===== src/rtl/dnn_result_capture_pkg.sv =====
// Shared constants and helpers for the DNN result capture buffer and its readback logic.
package dnn_result_capture_pkg;

  // Capture modes: stop when the buffer fills, or keep overwriting the oldest entry.
  localparam int CAP_MODE_STOP = 0;
  localparam int CAP_MODE_CIRC = 1;

  // Bit offset of a lane inside a packed capture word; lanes are little-endian, lane 0 at bit 0.
  function automatic int lane_lsb(input int lane, input int ch_w);
    return lane * ch_w;
  endfunction

endpackage


===== src/rtl/dnn_result_capture_sdp_ram.sv =====
// Simple dual-port sample store: one synchronous write port, one registered read port.
// A read of the address being written in the same cycle returns the previous contents.
module dnn_result_capture_sdp_ram #(
  parameter int DEPTH = 200,
  parameter int AW    = $clog2(DEPTH),
  parameter int DW    = 10
) (
  input  logic          clk,
  input  logic          we,
  input  logic [AW-1:0] waddr,
  input  logic [DW-1:0] wdata,
  input  logic [AW-1:0] raddr,
  output logic [DW-1:0] rdata
);

  logic [DW-1:0] mem [DEPTH];

  // Write and registered read share one clocked block so a colliding read sees the old word.
  always_ff @(posedge clk) begin
    if (we) begin
      mem[waddr] <= wdata;
    end
    rdata <= mem[raddr];
  end

endmodule


===== src/rtl/dnn_result_capture.sv =====
// Captures one multi-lane DNN output sample per cycle strobe into a buffer and serves
// registered reads by logical index (0 = oldest stored entry).
module dnn_result_capture
  import dnn_result_capture_pkg::*;
#(
  parameter int LANES = 1,
  parameter int CH_W  = 10,
  parameter int DEPTH = 200,
  parameter int SKIP  = 0,
  parameter int CIRC  = CAP_MODE_STOP,
  parameter int AW    = $clog2(DEPTH),
  parameter int LW    = (LANES > 1) ? $clog2(LANES) : 1
) (
  input  logic                  clk,
  input  logic                  resetn,
  input  logic                  clear,
  input  logic                  en,
  input  logic                  cap_stb,
  input  logic [LANES*CH_W-1:0] cap_data,
  input  logic [AW-1:0]         rd_addr,
  input  logic [LW-1:0]         rd_lane,
  output logic [CH_W-1:0]       rd_data,
  output logic                  rd_oob,
  output logic [AW:0]           count,
  output logic                  done,
  output logic                  wrapped
);

  localparam logic [AW-1:0] LAST_ADDR  = AW'(DEPTH - 1);
  localparam logic [AW:0]   FULL       = (AW+1)'(DEPTH);
  localparam logic [AW:0]   LAST_COUNT = (AW+1)'(DEPTH - 1);
  localparam bit            IS_CIRC    = (CIRC == CAP_MODE_CIRC);

  logic [AW-1:0]         wr_ptr;
  logic                  full;
  logic                  accept;
  logic                  skipping;
  logic                  wr_en;
  logic [AW-1:0]         oldest;
  logic [AW:0]           rd_sum;
  logic [AW-1:0]         rd_phys;
  logic [LANES*CH_W-1:0] ram_q;
  logic [LW-1:0]         lane_q;
  logic                  oob_q;
  logic [CH_W-1:0]       lane_word;

  assign full   = (count == FULL);
  assign accept = cap_stb & en & ~clear & ~done;
  assign wr_en  = accept & ~skipping;

  if (SKIP > 0) begin : g_skip
    localparam int SW = $clog2(SKIP + 1);
    localparam logic [SW-1:0] SKIP_V = SW'(SKIP);
    logic [SW-1:0] skip_cnt;

    // Count off the leading strobes that are discarded after reset or clear.
    always_ff @(posedge clk or negedge resetn) begin
      if (!resetn) begin
        skip_cnt <= '0;
      end else if (clear) begin
        skip_cnt <= '0;
      end else if (accept && (skip_cnt != SKIP_V)) begin
        skip_cnt <= skip_cnt + 1'b1;
      end
    end

    assign skipping = (skip_cnt != SKIP_V);
  end else begin : g_no_skip
    assign skipping = 1'b0;
  end

  // Write pointer, fill count and the done/wrapped status flags.
  always_ff @(posedge clk or negedge resetn) begin
    if (!resetn) begin
      wr_ptr  <= '0;
      count   <= '0;
      done    <= 1'b0;
      wrapped <= 1'b0;
    end else if (clear) begin
      wr_ptr  <= '0;
      count   <= '0;
      done    <= 1'b0;
      wrapped <= 1'b0;
    end else if (wr_en) begin
      wr_ptr <= (wr_ptr == LAST_ADDR) ? '0 : wr_ptr + 1'b1;
      if (!full) begin
        count <= count + 1'b1;
      end
      if (IS_CIRC) begin
        if (full) begin
          wrapped <= 1'b1;
        end
      end else if (count == LAST_COUNT) begin
        done <= 1'b1;
      end
    end
  end

  // Once a circular buffer is full the next write slot also holds the oldest entry.
  assign oldest  = (IS_CIRC && full) ? wr_ptr : '0;
  assign rd_sum  = {1'b0, oldest} + {1'b0, rd_addr};
  assign rd_phys = AW'((rd_sum >= FULL) ? rd_sum - FULL : rd_sum);

  dnn_result_capture_sdp_ram #(
    .DEPTH (DEPTH),
    .AW    (AW),
    .DW    (LANES * CH_W)
  ) u_ram (
    .clk   (clk),
    .we    (wr_en),
    .waddr (wr_ptr),
    .wdata (cap_data),
    .raddr (rd_phys),
    .rdata (ram_q)
  );

  // Lane select and range flag follow the RAM read register so all three line up.
  always_ff @(posedge clk or negedge resetn) begin
    if (!resetn) begin
      lane_q <= '0;
      oob_q  <= 1'b1;
    end else begin
      lane_q <= rd_lane;
      oob_q  <= ({1'b0, rd_addr} >= count);
    end
  end

  // Pick the requested lane out of the registered word; a single-lane build ignores rd_lane.
  always_comb begin
    lane_word = '0;
    for (int i = 0; i < LANES; i++) begin
      if ((LANES == 1) || (lane_q == LW'(i))) begin
        lane_word = ram_q[lane_lsb(i, CH_W) +: CH_W];
      end
    end
  end

  assign rd_data = oob_q ? '0 : lane_word;
  assign rd_oob  = oob_q;

endmodule

===== config.mk =====
export PLATFORM = sky130hd
export DESIGN_NAME = dnn_result_capture
export DESIGN_NICKNAME = d
export VERILOG_FILES = /design/src/rtl/dnn_result_capture_pkg.sv /design/src/rtl/dnn_result_capture_sdp_ram.sv /design/src/rtl/dnn_result_capture.sv
export SDC_FILE = /design/constraint.sdc
export NUM_CORES = 2
export LEC_CHECK = 0
export ABC_CLOCK_PERIOD_IN_PS = 3400
export CAP_MARGIN = 0
export CORE_AREA = 5 5 506 358
export CTS_CLUSTER_SIZE = 40
export DETAILED_ROUTE_END_ITERATION = 7
export DIE_AREA = 0 0 511 363
export MAX_ROUTING_LAYER = met4
export SYNTH_ARGS = -nofsm -noshare
export SYNTH_HDL_FRONTEND = slang
export SYNTH_SLANG_ARGS = --single-unit
export TNS_END_PERCENT = 20

===== constraint.sdc =====
create_clock -name clk -period 3.4 [get_ports clk]
set_input_delay 0.85 -clock clk [delete_from_list [all_inputs] [get_ports clk]]
set_output_delay 0.85 -clock clk [all_outputs]
set_load 0.01 [all_outputs]

# Word-level counts from Yosys, hierarchy flattened
# Memories as Yosys holds them, arrays and structs flattened. A register that Yosys moved wholly into a read port is not among the register bits.
# Cells that the tools add are included.
[classes] n_eq_ne=4 n_addsub=3 reduce_logical=4 bitwise_logic=5 muxes=13 n_lt_le_gt_ge=2
[op_table] op="$mux W8" n=4
[op_table] op="$mux W9" n=3
[op_table] op="$eq A9 B8 Y1 const B" n=2
[op_table] op="$mux W10" n=1
[op_table] op="$add A9 B1 Y9 const B" n=1
[op_table] op="$ge A8 B9 Y1" n=1
[op_table] op="$add A8 B1 Y8 const B" n=1
[op_table] op="$eq A8 B8 Y1 const B" n=1
[op_table] op="$ge A8 B8 Y1 const B" n=1
[op_table] op="$sub A8 B8 Y8 const B" n=1
[op_table] op="$mux W1" n=5
[op_table] op="$reduce_and A2 Y1" n=2
[op_table] op="$reduce_bool A2 Y1" n=2
[op_table] op="$and A1 B1 Y1" n=3
[op_table] op="$ne A2 B2 Y1 const B" n=1
[op_table] op="$not A1 Y1" n=2
[word_totals] n_memories=1 register_bits=19 input_bits=24 output_inout_bits=22 mem_bits_rw=2000
[mem_list] name="u_ram.mem" words=200 width=10 rd=1 rd_clocked_by_memory_dff=1 wr=1 line="dnn_result_capture_sdp_ram.sv:16" rtl="logic [DW-1:0] mem [DEPTH];"

# Longest topological paths before layout
[logic_depth] word_depth=5 ltp_mapped=16

# By module
# Synthesis repeated with hierarchy kept, for this count alone.
[unflattened] hier_cells=3559 area_unflattened_um2=78988.3
[by_module_without_submodules] module="dnn_result_capture_sdp_ram" area_each_um2=77613.2 cells_each=3410 seq_area_each_um2=60257.8 instances=1
[by_module_without_submodules] module="dnn_result_capture" area_each_um2=1375.1 cells_each=149 seq_area_each_um2=476.7 instances=1

# Worst setup path after synthesis
# No wires, ideal clock.
[synth_path] kind="input to register" from="input rd_addr[0]" to="register oob_q (netlist: rd_oob)" arrival_time_ps=3258 stages=16 slack_ps=56 n_path_buf=6 t_required_ps=3314 setup_time_ps=86 path_cell_list="buf_2 buf_6 buf_6 buf_6 buf_4 buf_4 inv_1 ha_1 nand2b_1 a21o_1 a21o_1 a21o_1 a21oi_1 nor2b_1 o21ai_0 a211oi_1"
[synth_between] elab_chain_cells=1
[synth_lines] item="start: declaration" line="dnn_result_capture.sv:20" rtl="input logic [AW-1:0] rd_addr,"
[synth_lines] item="$ge A8 B9 Y1" line="dnn_result_capture.sv:124" rtl="oob_q <= ({1'b0, rd_addr} >= count);"
[synth_lines] item="end signal: assignment" line="dnn_result_capture.sv:124"
[synth_lines] item="end: declaration" line="dnn_result_capture.sv:44" rtl="logic oob_q;"
# Every way passes these cells.
# A chain may end at the register's enable or synchronous reset.

# Worst setup path after layout
[layout_path] from="register oob_q (netlist: rd_oob)" to="output rd_data[0]"
[layout_between] elab_chain_cells=1
[layout_lines] item="$mux W10" line="dnn_result_capture.sv:138" rtl="assign rd_data = oob_q ? '0 : lane_word;"
[layout_lines] item="end: declaration" line="dnn_result_capture.sv:22" rtl="output logic [CH_W-1:0] rd_data,"
# Every way passes these cells.

==> metrics <==
run status=finished, final reports clean; Internal Pwr Total=just over 40,000 µW; Root Driver=sky130_fd_sc_hd__clkbuf_16; maxcap violations=0; clock slew at reported path FFs=0.07 ns; Skew-Pair Late Insertion Delay=~0.84 ns; leak pwr=about 0.03 µW; final critical path time including I/O delays and setup=roughly 3.2 ns; maximum clock path buffer count=3; combined global-route utilization of all metal layers=0.219; area growth from synthesis to layout=17.9%; floorplan core area=~0.18 mm²; highest attainable clock frequency=around 0.31 GHz; number of DRC violations after detailed routing=0; sum of routed wire segments on met1=about 90 mm; number of synthesized flops with an enable pin=approximately 2,000; met2 routed WL=approximately 87 mm; met3 wirelength from detailed routing=17.7 mm; main area contributors after synthesis=sky130_fd_sc_hd__edfxtp_1 (76%), sky130_fd_sc_hd__mux4_2 (17%), sky130_fd_sc_hd__nor2_1 (1.1%); standard-cell rows=around 130; synthesized cell area=approximately 0.079 mm²; Initial Utilization=0.448; switching power summed over all nets=roughly 11,000 µW; post-synthesis register bit count=2,029; number of nets with antenna violations after routing=0; share of the synthesized area in the top cell type=0.763; worst max-slew margin expressed relative to the limit=0.312; most common library cell in the layout ignoring fill and taps=sky130_fd_sc_hd__edfxtp_1; DIE WIDTH=511 µm; TritonCTS clock tree=yes; leading area contributor after synthesis=sky130_fd_sc_hd__edfxtp_1; sequential-to-total area share from yosys stat=0.772; maximum level of the CTS H-tree=4; count of different cell masters after synthesis=between 40 and 50; sequential fraction of design power=0.536; clock sink count=2,029; number of failing setup endpoints in the final timing report=0; detailed-route wire length=approximately 200 mm; element type at the critical path start=flop; biggest fanout along the worst timing path=11; Max rail drop VDD=around 0.54 mV; Post-synth top flop=sky130_fd_sc_hd__edfxtp_1; number of buffers inserted by hold repair at cts=0; RePlAce Congestion=about 0.84; path category of the worst min-delay check=in2async; count of fill cells added during filler insertion=about 13,000; Max Clock Skew=about 0.024 ns; Die Area=between 0.15 and 0.2 mm²; Hold WS=0.393 ns; pin count of the biggest net entering global routing=110; post-layout net count=a little over 4,000; Detailed Route Iter0 Violations=approximately 4,800; library cell contributing the largest single delay on the critical path=sky130_fd_sc_hd__clkdlybuf4s50_1; initial antenna violation count=16; Async S/R FF share, synth=0.00936; number of nets in the synthesized netlist=3,489; HPWL reported at the end of detailed placement=around 130 mm; fin crit share=0.934; vias in the first global route=about 38,000; P per Cell Area=approximately 550 mW/mm²; Boundary Pins=46; path type of the worst setup path=reg2out; total number of vias=between 30,000 and 40,000; clock buffer count from CTS=between 150 and 200; final hold violations=0; cts repair resizes=2; length of the first detailed-routing pass in iterations=5; commonest cells after routing, fill and taps aside=sky130_fd_sc_hd__edfxtp_1 (2,000), sky130_fd_sc_hd__mux4_2 (601), sky130_fd_sc_hd__buf_4 (479), sky130_fd_sc_hd__nor2_1 (222), sky130_fd_sc_hd__clkbuf_16 (187); number of vias per cell after detailed routing=between 5 and 6; post-CTS setup buffer count=0; uppermost routed layer=met4; transition time at the pin with the least slew margin=around 1 ns; clock network fraction of design power=0.404; average routed wire per standard cell=29.9 µm; synthesized area divided by synthesized cell count=about 23 µm²; combinational share of power=0.060; Post-Synthesis Cells=3,450; Remaining Overflow, GRT=0; final count of pins violating max slew=0; wire length of the first global-routing pass=about 280 mm; switching part of the total=0.213; quantity of I/O buffers inserted on ports=43; fraction of layout instances using a drive strength above 1=0.349; RSZ-0062 raised after global routing=no; Critical Path, Cell by Cell=nor2b_1, clkdlybuf4s50_1; endpoint class of the critical path=output port; Required @ worst endpoint=2.55 ns; worst path arrival time=between 2 and 2.5 ns; Largest stage delay, worst path=0.63 ns; Yosys warning count=0; height of the chip=approximately 360 µm; post-layout total power=51,300 µW
==> path summary, 6_finish.rpt <==
check | from | end | slack, ns | cells past startpoint
min reg2reg | done | done | 0.58 | 2
max in group asynchronous | resetn | rd_oob | 2.71 | 2
min | resetn | done | 0.39 | 2
max reg2reg | u_ram.mem[139][5] | u_ram.rdata[5] | 0.69 | 6
min in group clk | cap_data[7] | u_ram.mem[140][7] | 0.44 | 1
max | rd_oob | rd_data[0] | 0.22 | 2
==> state kept, by name (all words and copies together), names as in the netlist <==
name and cells:
count 9, done 1, rd_oob 1, u_ram.mem 2000, u_ram.rdata 10, wr_ptr 8
==> stage by stage <==
stage	std cells	setup TNS [ns]	setup slack, ns	area (µm²)	util
detailed placement	6235	-3.65	-0.453	86900	0.494
global route	6577	0	0.112	92800	0.528
finish	6577	0	0.225	92800	0.528
floorplan	3450	0	0.0563	78700	-
CTS	6576	0	0.106	92800	0.528
global placement	6235	-3.28	-0.424	86900	0.494
==> final cells by class <==
class | instances | area, µm² | share of cell area
sequential | 2029 | 60700 | 0.654
multi-input combinational | 1207 | 17000 | 0.183
timing repair buffer | 627 | 6160 | 0.0663
clock buffer | 232 | 4850 | 0.0522
tap | 2358 | 2950 | 0.0318
clock inverter | 109 | 1120 | 0.0121
inverter | 14 | 52.6 | 0.000566
antenna | 1 | 2.50 | 0.0000270
==> worst max-delay path, delay by kind of cell (launching register included) <==
| family | cells | cell delay, ns |
|---|---|---|
| DFF | 1 | 0.49 |
| buffers and inverters | 1 | 0.63 |
| and+or+nand+nor | 1 | 0.38 |
==> synth_stat cells, drive strengths merged, types with 12 or more instances <==
cell type / instances
edfxtp: 2000
mux4: 601
nor2: 222
buf: 111
clkbuf: 89
nand2: 83
mux2i: 47
nand3: 39
a211oi: 33
nor2b: 33
a21oi: 30
dfrtp: 18
ha: 15
inv: 14
o21ai: 13
o211a: 12
==> power groups by stage <==
stage	clock network (µW)	registers [µW]	logic, µW
floorplan	0	28000	1450
global placement	0	28100	3050
detailed placement	0	28100	3090
CTS	21200	27500	3100
global route	22300	27500	3240
finish	20700	27500	3060
==> cells by family (layout without fill, tap and decap cells) <==
family,after synthesis,in the layout,share of synthesized area
AO/OA/AOI/OAI,124,124,0.0110
XOR/XNOR,8,8,0.000890
adder cells (fa/ha/maj),15,15,0.00238
buffers and inverters,214,982,0.0134
flip-flops,2029,2029,0.772
multiplexers,654,654,0.179
other,1,2,0.0000476
AND/OR/NAND/NOR,405,405,0.0220
==> routing by layer <==
metal | vias up | global-route usage
li1 | 15800 | -
met1 | 20600 | 0.338
met2 | 1668 | 0.306
met3 | 238 | 0.0432
met4 | 0 | 0.0451
met5 | - | -
Note: power is estimated with default switching activity, not from simulation.
